==> src/rtl/register_file_pkg.sv <==
// rtl/register_file_pkg.sv - shared constants for the ForthCPU register file
package register_file_pkg;

    // Byte/word select carried on BYTEX from the register sequencer
    localparam logic BYTEX_WORD = 1'b0;
    localparam logic BYTEX_BYTE = 1'b1;

    // Register index width for the default 16-entry file
    localparam int REG_IDX_W = 4;

endpackage

==> src/rtl/byte_lane_merge.sv <==
// rtl/byte_lane_merge.sv - next-value word for one register from both write ports
module byte_lane_merge #(
    parameter int WIDTH = 16
) (
    input  logic [WIDTH-1:0] old_value,
    input  logic [WIDTH-1:0] din_a,
    input  logic [WIDTH-1:0] din_b,
    input  logic             a_write,
    input  logic             b_write,
    input  logic             byte_mode,
    input  logic             high_lane,
    output logic [WIDTH-1:0] next_value
);

    localparam int HALF = WIDTH / 2;

    // Port B lays down a full word first; port A then overrides only the lanes it owns
    always_comb begin
        next_value = old_value;
        if (b_write) begin
            next_value = din_b;
        end
        if (a_write) begin
            if (!byte_mode) begin
                next_value = din_a;
            end else if (high_lane) begin
                next_value[WIDTH-1:HALF] = din_a[HALF-1:0];
            end else begin
                next_value[HALF-1:0] = din_a[HALF-1:0];
            end
        end
    end

endmodule

==> src/rtl/register_file.sv <==
// rtl/register_file.sv - dual-port general register file with registered read data
module register_file
    import register_file_pkg::*;
#(
    parameter int NREGS = 16,
    parameter int WIDTH = 16
) (
    input  logic                       CLK,
    input  logic                       RESET,
    input  logic                       REGA_EN,
    input  logic                       REGA_WEN,
    input  logic                       REGB_EN,
    input  logic                       REGB_WEN,
    input  logic                       BYTEX,
    input  logic                       A0,
    input  logic [$clog2(NREGS)-1:0]   ARGA,
    input  logic [$clog2(NREGS)-1:0]   ARGB,
    input  logic [WIDTH-1:0]           DIN_A,
    input  logic [WIDTH-1:0]           DIN_B,
    output logic [WIDTH-1:0]           DOUT_A,
    output logic [WIDTH-1:0]           DOUT_B
);

    localparam int IDX_W = $clog2(NREGS);

    logic [WIDTH-1:0] regs      [NREGS];
    logic [WIDTH-1:0] next_regs [NREGS];

    logic wr_a;
    logic wr_b;
    logic rd_a;
    logic rd_b;
    logic byte_mode;

    assign wr_a      = REGA_EN & REGA_WEN;
    assign wr_b      = REGB_EN & REGB_WEN;
    assign rd_a      = REGA_EN & ~REGA_WEN;
    assign rd_b      = REGB_EN & ~REGB_WEN;
    assign byte_mode = (BYTEX == BYTEX_BYTE);

    // One merge per register so collisions resolve without any priority mux at the array
    for (genvar i = 0; i < NREGS; i++) begin : g_reg
        byte_lane_merge #(
            .WIDTH(WIDTH)
        ) u_merge (
            .old_value (regs[i]),
            .din_a     (DIN_A),
            .din_b     (DIN_B),
            .a_write   (wr_a && (ARGA == IDX_W'(i))),
            .b_write   (wr_b && (ARGB == IDX_W'(i))),
            .byte_mode (byte_mode),
            .high_lane (A0),
            .next_value(next_regs[i])
        );
    end

    // Register array update; reset clears every entry so an in-flight write is discarded
    always_ff @(posedge CLK or negedge RESET) begin
        if (!RESET) begin
            for (int i = 0; i < NREGS; i++) begin
                regs[i] <= '0;
            end
        end else begin
            for (int i = 0; i < NREGS; i++) begin
                regs[i] <= next_regs[i];
            end
        end
    end

    // Read capture reads the pre-write array, so a same-edge write on the other port is not bypassed
    always_ff @(posedge CLK or negedge RESET) begin
        if (!RESET) begin
            DOUT_A <= '0;
            DOUT_B <= '0;
        end else begin
            if (rd_a) begin
                DOUT_A <= regs[ARGA];
            end
            if (rd_b) begin
                DOUT_B <= regs[ARGB];
            end
        end
    end

endmodule

==> config.mk <==
export PLATFORM = sky130hd
export DESIGN_NAME = register_file
export DESIGN_NICKNAME = d
export VERILOG_FILES = /design/src/rtl/register_file_pkg.sv /design/src/rtl/byte_lane_merge.sv /design/src/rtl/register_file.sv
export SDC_FILE = /design/constraint.sdc
export NUM_CORES = 1
export LEC_CHECK = 0
export BUFFER_PORTS_ARGS = -buffer_cell sky130_fd_sc_hd__buf_4
export CAP_MARGIN = 20
export CORE_MARGIN = 1
export CORE_UTILIZATION = 45
export DETAILED_ROUTE_END_ITERATION = 10
export SYNTH_ARGS = -nofsm -noshare
export SYNTH_HDL_FRONTEND = slang
export SYNTH_SLANG_ARGS = --single-unit
export TNS_END_PERCENT = 50
==> constraint.sdc <==
create_clock -name CLK -period 2.8 [get_ports CLK]
set_clock_uncertainty 0.15 [all_clocks]
set_input_delay 0.14 -clock CLK [delete_from_list [all_inputs] [get_ports CLK]]
set_output_delay 0.14 -clock CLK [all_outputs]
set_load 0.03 [all_outputs]
Word level (Yosys, flattened, before mapping)
Index checks and enable logic that the tools add are counted.

Reduce and logical (&&, ||, !) cells: 34. Multipliers: 0. Divide/modulo/power cells: 0. Add/sub/neg operators: 0. Eq/ne operators: 30. Magnitude comparators: 2. Bitwise logic cells: 8. Multiplexer cells: 86. Shift operators: 0.

Operator list (number): 16-bit 2-to-1 mux (52); 8-bit 2-to-1 mux (32); 16-bit binary-select mux with 4-bit select (2); 4-bit equality test (second input constant) (16); 4-bit by 3-bit equality test with 1-bit output (second input constant) (8); 1-bit logical AND (32); 4-bit by 2-bit equality test with 1-bit output (second input constant) (4); 5-bit >= comparator (second input constant) (2); 4-bit NOT with 5-bit output (2); 4-bit by 1-bit equality test with 1-bit output (second input constant) (2); 4-bit logical NOT (2); 1-bit AND (4); 1-bit NOT (2).

Memories: 0. ROM bits: 0. Latch bits: 0. Output and inout port bits: 32. Word-level logic and storage cells: 178. Bits in writable memories: 0. Register bits after elaboration: 288. Input bits: 48.

Longest topological paths before layout
Gate-level depths: netlist of the first run.

Word-level depth: 6. Depth in mapped cells: 8. Depth with buffers taken out: 4.

Modules after synthesis
A second synthesis of the first run with hierarchy kept.

Cell total of the unflattened synthesis: 1647. Area, all modules: 18721.7 µm².

Modules (own cells, without submodules): register_file (times used 1, area an instance 11775.0 µm², cells each 735, sequential area each 7206.9 µm²); byte_lane_merge (times used 16, area an instance 434.2 µm², cells each 57, sequential area each 0.0 µm²).

Worst setup path after synthesis of the first run
OpenSTA, ideal clock, no wires.

Path kind: input-to-reg. Start point: input ARGB[1]. End point: register regs[175] in the netlist's numbering. Stages on the path: 6. Path slack: 1.117 ns. Library setup time: 0.142 ns. Data required time: 2.508 ns. Buffers on the path: 2. Arrival: 1.391 ns. Cell sequence: buf_4 nand4b_2 nor2_2 buf_6 mux2i_1 o22ai_1.

Longest elaborated chain between the ends: 6.

RTL lines: start: declaration (RTL line register_file.sv:17) `input logic [$clog2(NREGS)-1:0] ARGB,`; 4-bit by 3-bit equality test with 1-bit output (*) (RTL line register_file.sv:50) `.b_write (wr_b && (ARGB == IDX_W'(i))),`; 1-bit logical AND (*) (RTL line register_file.sv:50); 16-bit 2-to-1 mux (*) (RTL line byte_lane_merge.sv:20) `if (b_write) begin`; 8-bit 2-to-1 mux (RTL line byte_lane_merge.sv:26) `end else if (high_lane) begin`; 16-bit 2-to-1 mux (RTL line byte_lane_merge.sv:24) `if (!byte_mode) begin`; 16-bit 2-to-1 mux (*) (RTL line byte_lane_merge.sv:23) `if (a_write) begin`; named net g_reg[5].u_merge.next_value[15] (RTL line byte_lane_merge.sv:12) `output logic [WIDTH-1:0] next_value`; end signal: indexed assignment (RTL line register_file.sv:65) `regs[i] <= next_regs[i];`; end: declaration (RTL line register_file.sv:26) `logic [WIDTH-1:0] regs [NREGS];`.

The timed path passes the listed nets; every way through them passes the cells marked *. A chain may end at the register's enable or synchronous reset.

Final worst setup path of the first run
Start point: input ARGA[2]. End point: register regs[62] in the netlist's numbering.

Longest elaborated chain between the ends: 3.

RTL lines: start: declaration (RTL line register_file.sv:16) `input logic [$clog2(NREGS)-1:0] ARGA,`; 4-bit equality test (RTL line register_file.sv:49) `.a_write (wr_a && (ARGA == IDX_W'(i))),`; 1-bit logical AND (RTL line register_file.sv:49); 16-bit 2-to-1 mux (RTL line byte_lane_merge.sv:23); named net g_reg[12].u_merge.next_value[14] (RTL line byte_lane_merge.sv:12).

The timed path passes the listed nets, and every way through them passes these cells.

==> impl_metrics.ini, run 1 <==
[clock_tree]
cts_setup_buffers = 0
clk_path_buf_depth = 3
cts_num_sinks = 288
ctsHtreeMaxLevel = 2
clock_latency_ns = 0.53
cts_tree = done
ctsRootBufferMaster = clkbuf_16
path_clk_slew_ns = 0.06
numCtsBuffers = 35

[final_layout]
final_common_cell = mux2i_1
fin_nets = 1732
drive_above_1_share_pct = 18.57
layout_common_cells = mux2i_1, dfrtp_1, o22ai_1, buf_4, nor2_1
diodes = 0
syn2layout_area_growth_pct = 15.07

[die]
pin_count = 80
floorplan.initialDensity_pct = 45.75
fp.dieH_um = 197.7
row_count = 71
dieArea_um2 = 39080
core_area_um2 = 37670
die_w_um = 197.7

[critical_path]
worstPathMaxFanout = 30
worstPathArrival_ns = 2.66
required_ns = 3.01
cp-end-kind = flip-flop
worstSetupStartpointType = input pin
crit_type = input pin to flip-flop

[logic_synthesis]
ys.flop_type = dfrtp_1
syn_area_um2 = 17230
ys_ff_latch = 288
synth_compound_area_share_pct = 13.76
yosysWarnings = 0
synth-adder-area-share_pct = 0
synth.distinct_cells = 42
syn_nets = 1658
muxShareOfSynthArea_pct = 30.60
synth_top_family_by_area = multiplexers
async_flop_share_pct = 100.0
synth_xor_area_share_pct = 0
syn_inst = 1610
yosys.area_share.simple_pct = 9.119
synth-edff-count = 0
avgSynthCellArea_um2 = 10.70
yosysSeqAreaShare_pct = 41.82

[sta]
grt_setup_unrepaired = no
fin_crit_ns = 2.443
fmax_ghz = 0.4093
hold_viol_final = 0
setup_tns_ns = 0
timing.slew.headroom_pct = 50.24
worst_pin_slew_ns = 0.7443
slew_violations = 0
finalSetupViolCount = 0
min_period_over_period_pct = 87.25

[drt]
routed_wl_mm = 60.93
first_iter_violations = 1250
drc_errors = 0
drt_first_pass_iters = 6
drtAntennaViolNets = 0
vias = 14166
vias_per_cell = 6.387
wl_per_cell_um = 27.47

[global_route]
grt_pass1_wl_mm = 91.47
grt_usage_pct = 31.67
grt_max_degree = 77
grt_antenna_before_repair = 0
grt_pass1_vias = 14049
grt_overflow = 0

[place]
gp_congestion = 0.8889
place_hpwl_mm = 40.90
port_buffers = 79

[worst_hold_path]
hold_path_class = input pin to asynchronous set/reset pin

[power]
leakage_nw = 8.399
power.density_nw_per_um2 = 724.5
peakVddDrop_uv = 355.4
total_power_mw = 14.37

[status]
status = completed

[job]
drv_cap = 0
-- Yosys cell counts (2+ instances only) --
master | number | area share, %
o22ai_1 | 165 | 6.0
buf_1 | 9 | 0.20
or3b_2 | 4 | 0.20
a22oi_1 | 11 | 0.48
buf_6 | 11 | 0.72
nand3_1 | 22 | 0.64
mux2i_1 | 394 | 23
a31oi_1 | 34 | 1.2
and2_1 | 3 | 0.11
dfrtp_1 | 288 | 42
nand3b_1 | 5 | 0.22
nand2b_1 | 6 | 0.22
nor2b_1 | 15 | 0.54
buf_4 | 28 | 1.2
or2_2 | 3 | 0.11
a21oi_1 | 75 | 2.2
o21ai_0 | 65 | 1.9
a2bb2oi_1 | 13 | 0.66
clkbuf_1 | 58 | 1.3
o221a_2 | 11 | 0.72
or3_1 | 2 | 0.073
nor3_2 | 8 | 0.46
nor2_2 | 14 | 0.51
mux4_2 | 59 | 7.7
nor2_1 | 126 | 2.7
and4b_1 | 2 | 0.12
nand4b_1 | 2 | 0.10
o21ai_1 | 7 | 0.20
buf_2 | 44 | 1.3
a221oi_1 | 8 | 0.41
nand2_1 | 107 | 2.3
-- kinds of logic after synthesis --
family / Yosys count
flip-flops: 288
multiplexers: 453
AND/OR/NAND/NOR: 329
AO/OA/AOI/OAI: 389
buffers and inverters: 151
-- power by group --
part	internal, mW	switching, mW
Sequential	5.25	0.921
Combinational	1.73	1.84
Clock	2.77	1.86
Total	9.75	4.62
-- flip-flops by register name, summed over array words and instances (netlist names) --
register	count
DOUT_A	16
regs	256
DOUT_B	16
-- final timing paths --
kind / startpoint / end / slack (ns) / cells past startpoint
worst max-delay path: ARGA[2] / regs[62] / 0.36 / 6
worst min-delay path: RESET / regs[184] / 0.01 / 2
worst max register to register: regs[71] / DOUT_B[7] / 1.15 / 3
worst min register to register: DOUT_A[13] / DOUT_A[13] / 0.40 / 2
max in group asynchronous: RESET / regs[64] / 1.64 / 3
min in group CLK: ARGA[0] / DOUT_A[1] / 0.03 / 3
-- cell type report --
type                    count  area, um2
fillers                  3440      17840
multi-input cells        1171       9229
flip-flops and latches    288       7207
repair buffers            188       1607
clock buffers              49       1041
well taps                 511      639.4
clock inverters            11      107.6
-- metrics by stage --
stage | cells | utilization (%) | setup slack [ns] | hold slack (ns) | cell area, um2
CTS | 2218 | 52.65 | 0.3989 | 0.01001 | 19830
detailed placement | 2123 | 48.67 | 0.4938 | -0.009729 | 18330
global route | 2218 | 52.65 | 0.3044 | 0.04560 | 19830
floorplan | 1610 | - | 1.117 | -0.3056 | 17230
finish | 2218 | 52.65 | 0.3571 | 0.009813 | 19830
global placement | 2123 | 48.67 | 0.5094 | -0.01189 | 18330
-- per-layer routing --
metal	track usage, %	part of all wire (%)	vias up
met5	0	0	-
met1	44.29	43	7115
met2	49.37	46	714
met4	12.46	3.7	0
li1	-	-	6209
met3	4.854	7.9	128
-- timing repair --
item / CTS / global route
endpoints found under the hold margin: 554 / 0
hold buffers: 35 / 0
gates resized for setup: 0 / 0
-- critical path, stage by stage --
cell and delay [ns]:
dlygate4sd3_1 0.52, buf_4 0.38, and4_1 0.44, nand2_1 0.30, nor2_1 0.64, o22ai_1 0.20
Power figures use the tool's default switching activity.
==> inputs of run 2 (changes only) <==
Settings changed: PLACE_DENSITY set to 0.62.
==> impl_metrics.ini, run 2 (synthesis results as in run 1) <==
[status]
status = finished with violations
failed_checks = negative hold slack

[final_layout]
multiInputGateArea_um2 = 9223
final_cells = 2220
final_common_cell = mux2i_1
seq_area_um2 = 7207
largest-register = regs
drive_above_1_share_pct = 18.26
syn2layout_area_growth_pct = 15.06
largest_register_ffs = 256
fill_cells = 3407
layout_common_cells = mux2i_1, dfrtp_1, o22ai_1, buf_4, nor2_1
fin_nets = 1733
diodes = 0
reg_top3 = regs: 256 flops, DOUT_A: 16 flops, DOUT_B: 16 flops

[drt]
drc_errors = 0
wl_per_cell_um = 26.99
drtAntennaViolNets = 0
routed_wl_mm = 59.92
vias_per_cell = 6.364
vias = 14128
first_iter_violations = 1421
drt_first_pass_iters = 5

[global_route]
grt_usage_pct = 31.05
grt_max_degree = 80
grt_antenna_before_repair = 1
grt_pass1_wl_mm = 89.96
grt_overflow = 0
grt_pass1_vias = 13922

[sta]
timing.slew.headroom_pct = 34.59
hold_viol_final = 3
slew_violations = 0
finalSetupViolCount = 0
min_period_over_period_pct = 86.17
setup_tns_ns = 0
grt_setup_unrepaired = no
fin_crit_ns = 2.413
fmax_ghz = 0.4145
fin_hold_ws_ns = -0.01370
worst_pin_slew_ns = 0.9791

[place]
place_hpwl_mm = 40.33
gp_congestion = 0.9398
dp_cells = 2122
port_buffers = 79

[die]
core_area_um2 = 37670
fp.dieH_um = 197.7
row_count = 71
dieArea_um2 = 39080
pin_count = 80
die_w_um = 197.7
floorplan.initialDensity_pct = 45.75

[critical_path]
cp_common_cell = buf_4
crit_type = input pin to flip-flop
reg2reg_from = regs[151]
worstPathArrival_ns = 2.68
r2r_slack_ns = 0.74
slowest_delay_ns = 0.54
crit_slowest_cell = dlygate4sd3_1
cp-end-kind = flip-flop
crit_family = simple AND/OR/NAND/NOR gates
worstRegToRegCells = 5
required_ns = 3.07
timing.critical_path.cells = dlygate4sd3_1 -> buf_4 -> buf_4 -> nor2b_1 -> nand2_1 -> nor2_1 -> o22ai_1
worstPathMaxFanout = 19
critical_path_buf_inv_count = 3
worstSetupStartpointType = input pin
r2r-end = DOUT_B[7]

[clock_tree]
cts_setup_buffers = 0
clock_latency_ns = 0.59
path_clk_slew_ns = 0.06
cts_tree = done
ctsHtreeMaxLevel = 1
ctsRootBufferMaster = clkbuf_16
numCtsBuffers = 31
clk_path_buf_depth = 3
cts_num_sinks = 288
postCtsHoldBufs = 41
cts_resized = 0

[power]
peakVddDrop_uv = 473.7
leakage_nw = 8.395
power.density_nw_per_um2 = 717.0
total_power_mw = 14.22

[worst_hold_path]
hold_path_class = input pin to asynchronous set/reset pin

[job]
drv_cap = 0
run 2: layer usage:
layer | GRT usage, % | wire length, um | vias up
li1 | - | - | 6204
met1 | 43.25 | 24920 | 7030
met2 | 48.37 | 27080 | 742
met3 | 4.923 | 5405 | 150
met4 | 12.49 | 2509 | 2
met5 | 0 | 12 | -
run 2: how the worst max path moves through the flow:
| stage | slack (ns) | from | cells after the start | end |
|---|---|---|---|---|
| after floorplan | 1.12 | ARGB[1] | 6 | regs[175] |
| after global placement | 0.49 | ARGA[1] | 5 | regs[90] |
| after detailed placement | 0.40 | ARGA[1] | 5 | regs[89] |
| after CTS | 0.46 | ARGA[0] | 7 | regs[89] |
| after global routing | 0.24 | ARGA[0] | 7 | regs[89] |
| final | 0.39 | ARGA[0] | 7 | regs[89] |
run 2: final cells by class:
type	instances	area share, %
tap	511	3.225
sequential	288	36.35
clock inverter	11	0.7825
multi-input combinational	1171	46.51
timing repair buffer	193	8.431
clock buffer	46	4.701
run 2: per-stage QoR:
step | hold slack (ns) | util (%) | setup slack, ns | instance area, um2
6_report | -0.01370 | 52.64 | 0.3872 | 19830
5_1_grt | 0.03837 | 52.64 | 0.2426 | 19830
4_1_cts | 0.03618 | 52.64 | 0.4587 | 19830
3_5_place_dp | 0.04113 | 48.66 | 0.4002 | 18330
3_3_place_gp | 0.04164 | 48.66 | 0.4933 | 18330
2_1_floorplan | -0.3056 | - | 1.117 | 17230
run 2: where the power goes:
group          internal [mW]  switching (mW)  leakage [nW]
registers               5.24           0.938          3.55
clock network           2.65            1.79         0.544
logic                   1.75            1.85          4.30
total                   9.64            4.57          8.39
run 2: worst register-to-register path, stage by stage (launching register included):
cell           delay [ns]
dfrtp_1              0.41
mux4_2               0.45
a2bb2oi_1            0.15
nand3_1              0.14
dlygate4sd3_1        0.55
a31oi_1              0.07
==> inputs of run 3 (changes only) <==
--- a/config.mk
+++ b/config.mk
@@ -11,5 +11,5 @@
 export CORE_UTILIZATION = 45
 export DETAILED_ROUTE_END_ITERATION = 10
-export PLACE_DENSITY = 0.62
+export PLACE_DENSITY = 0.65
 export SYNTH_ARGS = -nofsm -noshare
 export SYNTH_HDL_FRONTEND = slang
==> constraint.sdc (replaced) <==
create_clock -name CLK -period 2.2 [get_ports CLK]
set_clock_uncertainty 0.15 [all_clocks]
set_input_delay 0.11 -clock CLK [delete_from_list [all_inputs] [get_ports CLK]]
set_output_delay 0.11 -clock CLK [all_outputs]
set_load 0.05 [all_outputs]
==> impl_metrics.ini, run 3 (synthesis results as in run 1) <==
[global_route]
grt_max_degree = 74
grt_usage_pct = 30.97
grt_pass1_vias = 14223
grt_overflow = 0
grt_antenna_before_repair = 0
grt_pass1_wl_mm = 90.04

[final_layout]
diodes = 0
largest_register_ffs = 256
multiInputGateArea_um2 = 9249
reg_top3 = regs: 256 flops, DOUT_A: 16 flops, DOUT_B: 16 flops
layout_common_cells = mux2i_1, dfrtp_1, buf_4, o22ai_1, nor2_1
largest-register = regs
syn2layout_area_growth_pct = 17.62
fin_nets = 1769
final_common_cell = mux2i_1
postLayoutCoreUtil_pct = 53.81
drive_above_1_share_pct = 20.18
seq_area_um2 = 7207
fill_cells = 3392

[die]
dieArea_um2 = 39080
die_w_um = 197.7
row_count = 71
floorplan.initialDensity_pct = 45.75
core_area_um2 = 37670
pin_count = 80
fp.dieH_um = 197.7

[clock_tree]
numCtsBuffers = 34
cts_num_sinks = 288
ctsHtreeMaxLevel = 2
clk_path_buf_depth = 3
ctsRootBufferMaster = clkbuf_16
path_clk_slew_ns = 0.06
clock_latency_ns = 0.53
cts_tree = done

[critical_path]
r2r_slack_ns = 0.51
worstPathArrival_ns = 2.42
worstSetupStartpointType = input pin
r2r-end = DOUT_B[15]
worstRegToRegCells = 3
required_ns = 2.47
cp-end-kind = flip-flop
reg2reg_from = regs[15]
worstPathMaxFanout = 16
crit_type = input pin to flip-flop

[job]
drv_cap = 0

[power]
power_frac_seq_pct = 42.3
switching_share_pct = 32.75
peakVddDrop_uv = 548.6
total_power_mw = 18.62
leakage_nw = 8.620
p_switching_mw = 6.097
power.density_nw_per_um2 = 918.4
p_clk_share_pct = 31.9
combPwrFrac_pct = 25.8
internal_power_mw = 12.52

[sta]
fin_crit_ns = 2.148
timing.slew.headroom_pct = 49.09
worst_pin_slew_ns = 0.7637
hold_viol_final = 0
finalSetupViolCount = 0
min_period_over_period_pct = 97.64
slew_violations = 0
grt_setup_unrepaired = yes
fmax_ghz = 0.4655

[place]
place_hpwl_mm = 40.83
port_buffers = 79
gp_congestion = 0.9892

[worst_hold_path]
hold_path_class = input pin to flip-flop
holdPathEnd = DOUT_B[7]
min_path_cells = 4
hold_start = ARGB[0]

[drt]
wl_per_cell_um = 26.59
first_iter_violations = 1484
drt_first_pass_iters = 5
routed_wl_mm = 59.97
vias_per_cell = 6.435
drc_errors = 0
vias = 14511
drtAntennaViolNets = 0

[status]
status = completed
-- run 3: cell count changes in the layout (fill, tap and decap cells not counted), sizes merged --
cell | before | now
clkinvlp | 0 | 1
clkbuf | 46 | 45
inv | 0 | 2
dlygate4sd3 | 41 | 39
buf | 152 | 187
-- run 3: through the flow --
stage                      TNS, ns  setup WS, ns  instances  hold WS, ns  cell area (um2)
after detailed placement         0        0.2684       2149     -0.09459            18590
after global placement           0        0.2879       2149     -0.09686            18590
after floorplan                  0        0.5474       1610      -0.3356            17230
after CTS                        0       0.02324       2248     0.002999            20160
after global routing      -0.01262      -0.01161       2255      0.02753            20270
final                            0       0.05191       2255      0.01539            20270
-- run 3: power groups by stage --
| stage | Sequential (mW) | Combinational (mW) | Clock [mW] |
|---|---|---|---|
| global route | 8.03 | 5.16 | 6.21 |
| CTS | 7.83 | 4.75 | 5.98 |
| detailed placement | 7.89 | 4.64 | 0 |
| global placement | 7.84 | 4.52 | 0 |
| finish | 7.87 | 4.80 | 5.94 |
| floorplan | 7.86 | 2.99 | 0 |
-- run 3: repair_timing --
action | in CTS | in global routing
resized for setup | 0 | 13
setup endpoints to repair | 0 | 5
endpoints found under the hold margin | 566 | 0
hold buffers | 40 | 0
buffers inserted | 0 | 6
-- run 3: critical path, cell delays in order --
cell           delay (ns)
dlygate4sd3_1        0.53
buf_4                0.20
nand4b_2             0.25
nor2_2               0.20
buf_8                0.23
mux2i_1              0.22
o21ai_0              0.09
dlygate4sd3_1        0.57
-- run 3: layout make-up --
| cell class | count | share of cell area (%) |
|---|---|---|
| multi-input cells | 1171 | 45.63 |
| flip-flops and latches | 288 | 35.56 |
| repair buffers | 226 | 9.951 |
| clock buffers | 45 | 4.802 |
| well taps | 511 | 3.154 |
| clock inverters | 14 | 0.9074 |
-- run 3: worst max path at each step --
stage | from | end | slack [ns]
after floorplan | ARGB[1] | regs[175] | 0.55
after global placement | ARGA[1] | regs[160] | 0.29
after detailed placement | ARGA[1] | regs[93] | 0.27
after CTS | REGB_WEN | regs[164] | 0.02
after global routing | ARGA[0] | regs[114] | -0.01
final | REGB_WEN | regs[164] | 0.05
-- run 3: per-layer routing --
layer | part of all wire [%] | GRT usage, % | wire (um)
met1 | 42 | 42.69 | 24970
met2 | 45 | 47.70 | 27080
met3 | 9.1 | 5.944 | 5440
met4 | 4.1 | 12.89 | 2480
met5 | 0 | 0.5109 | 0
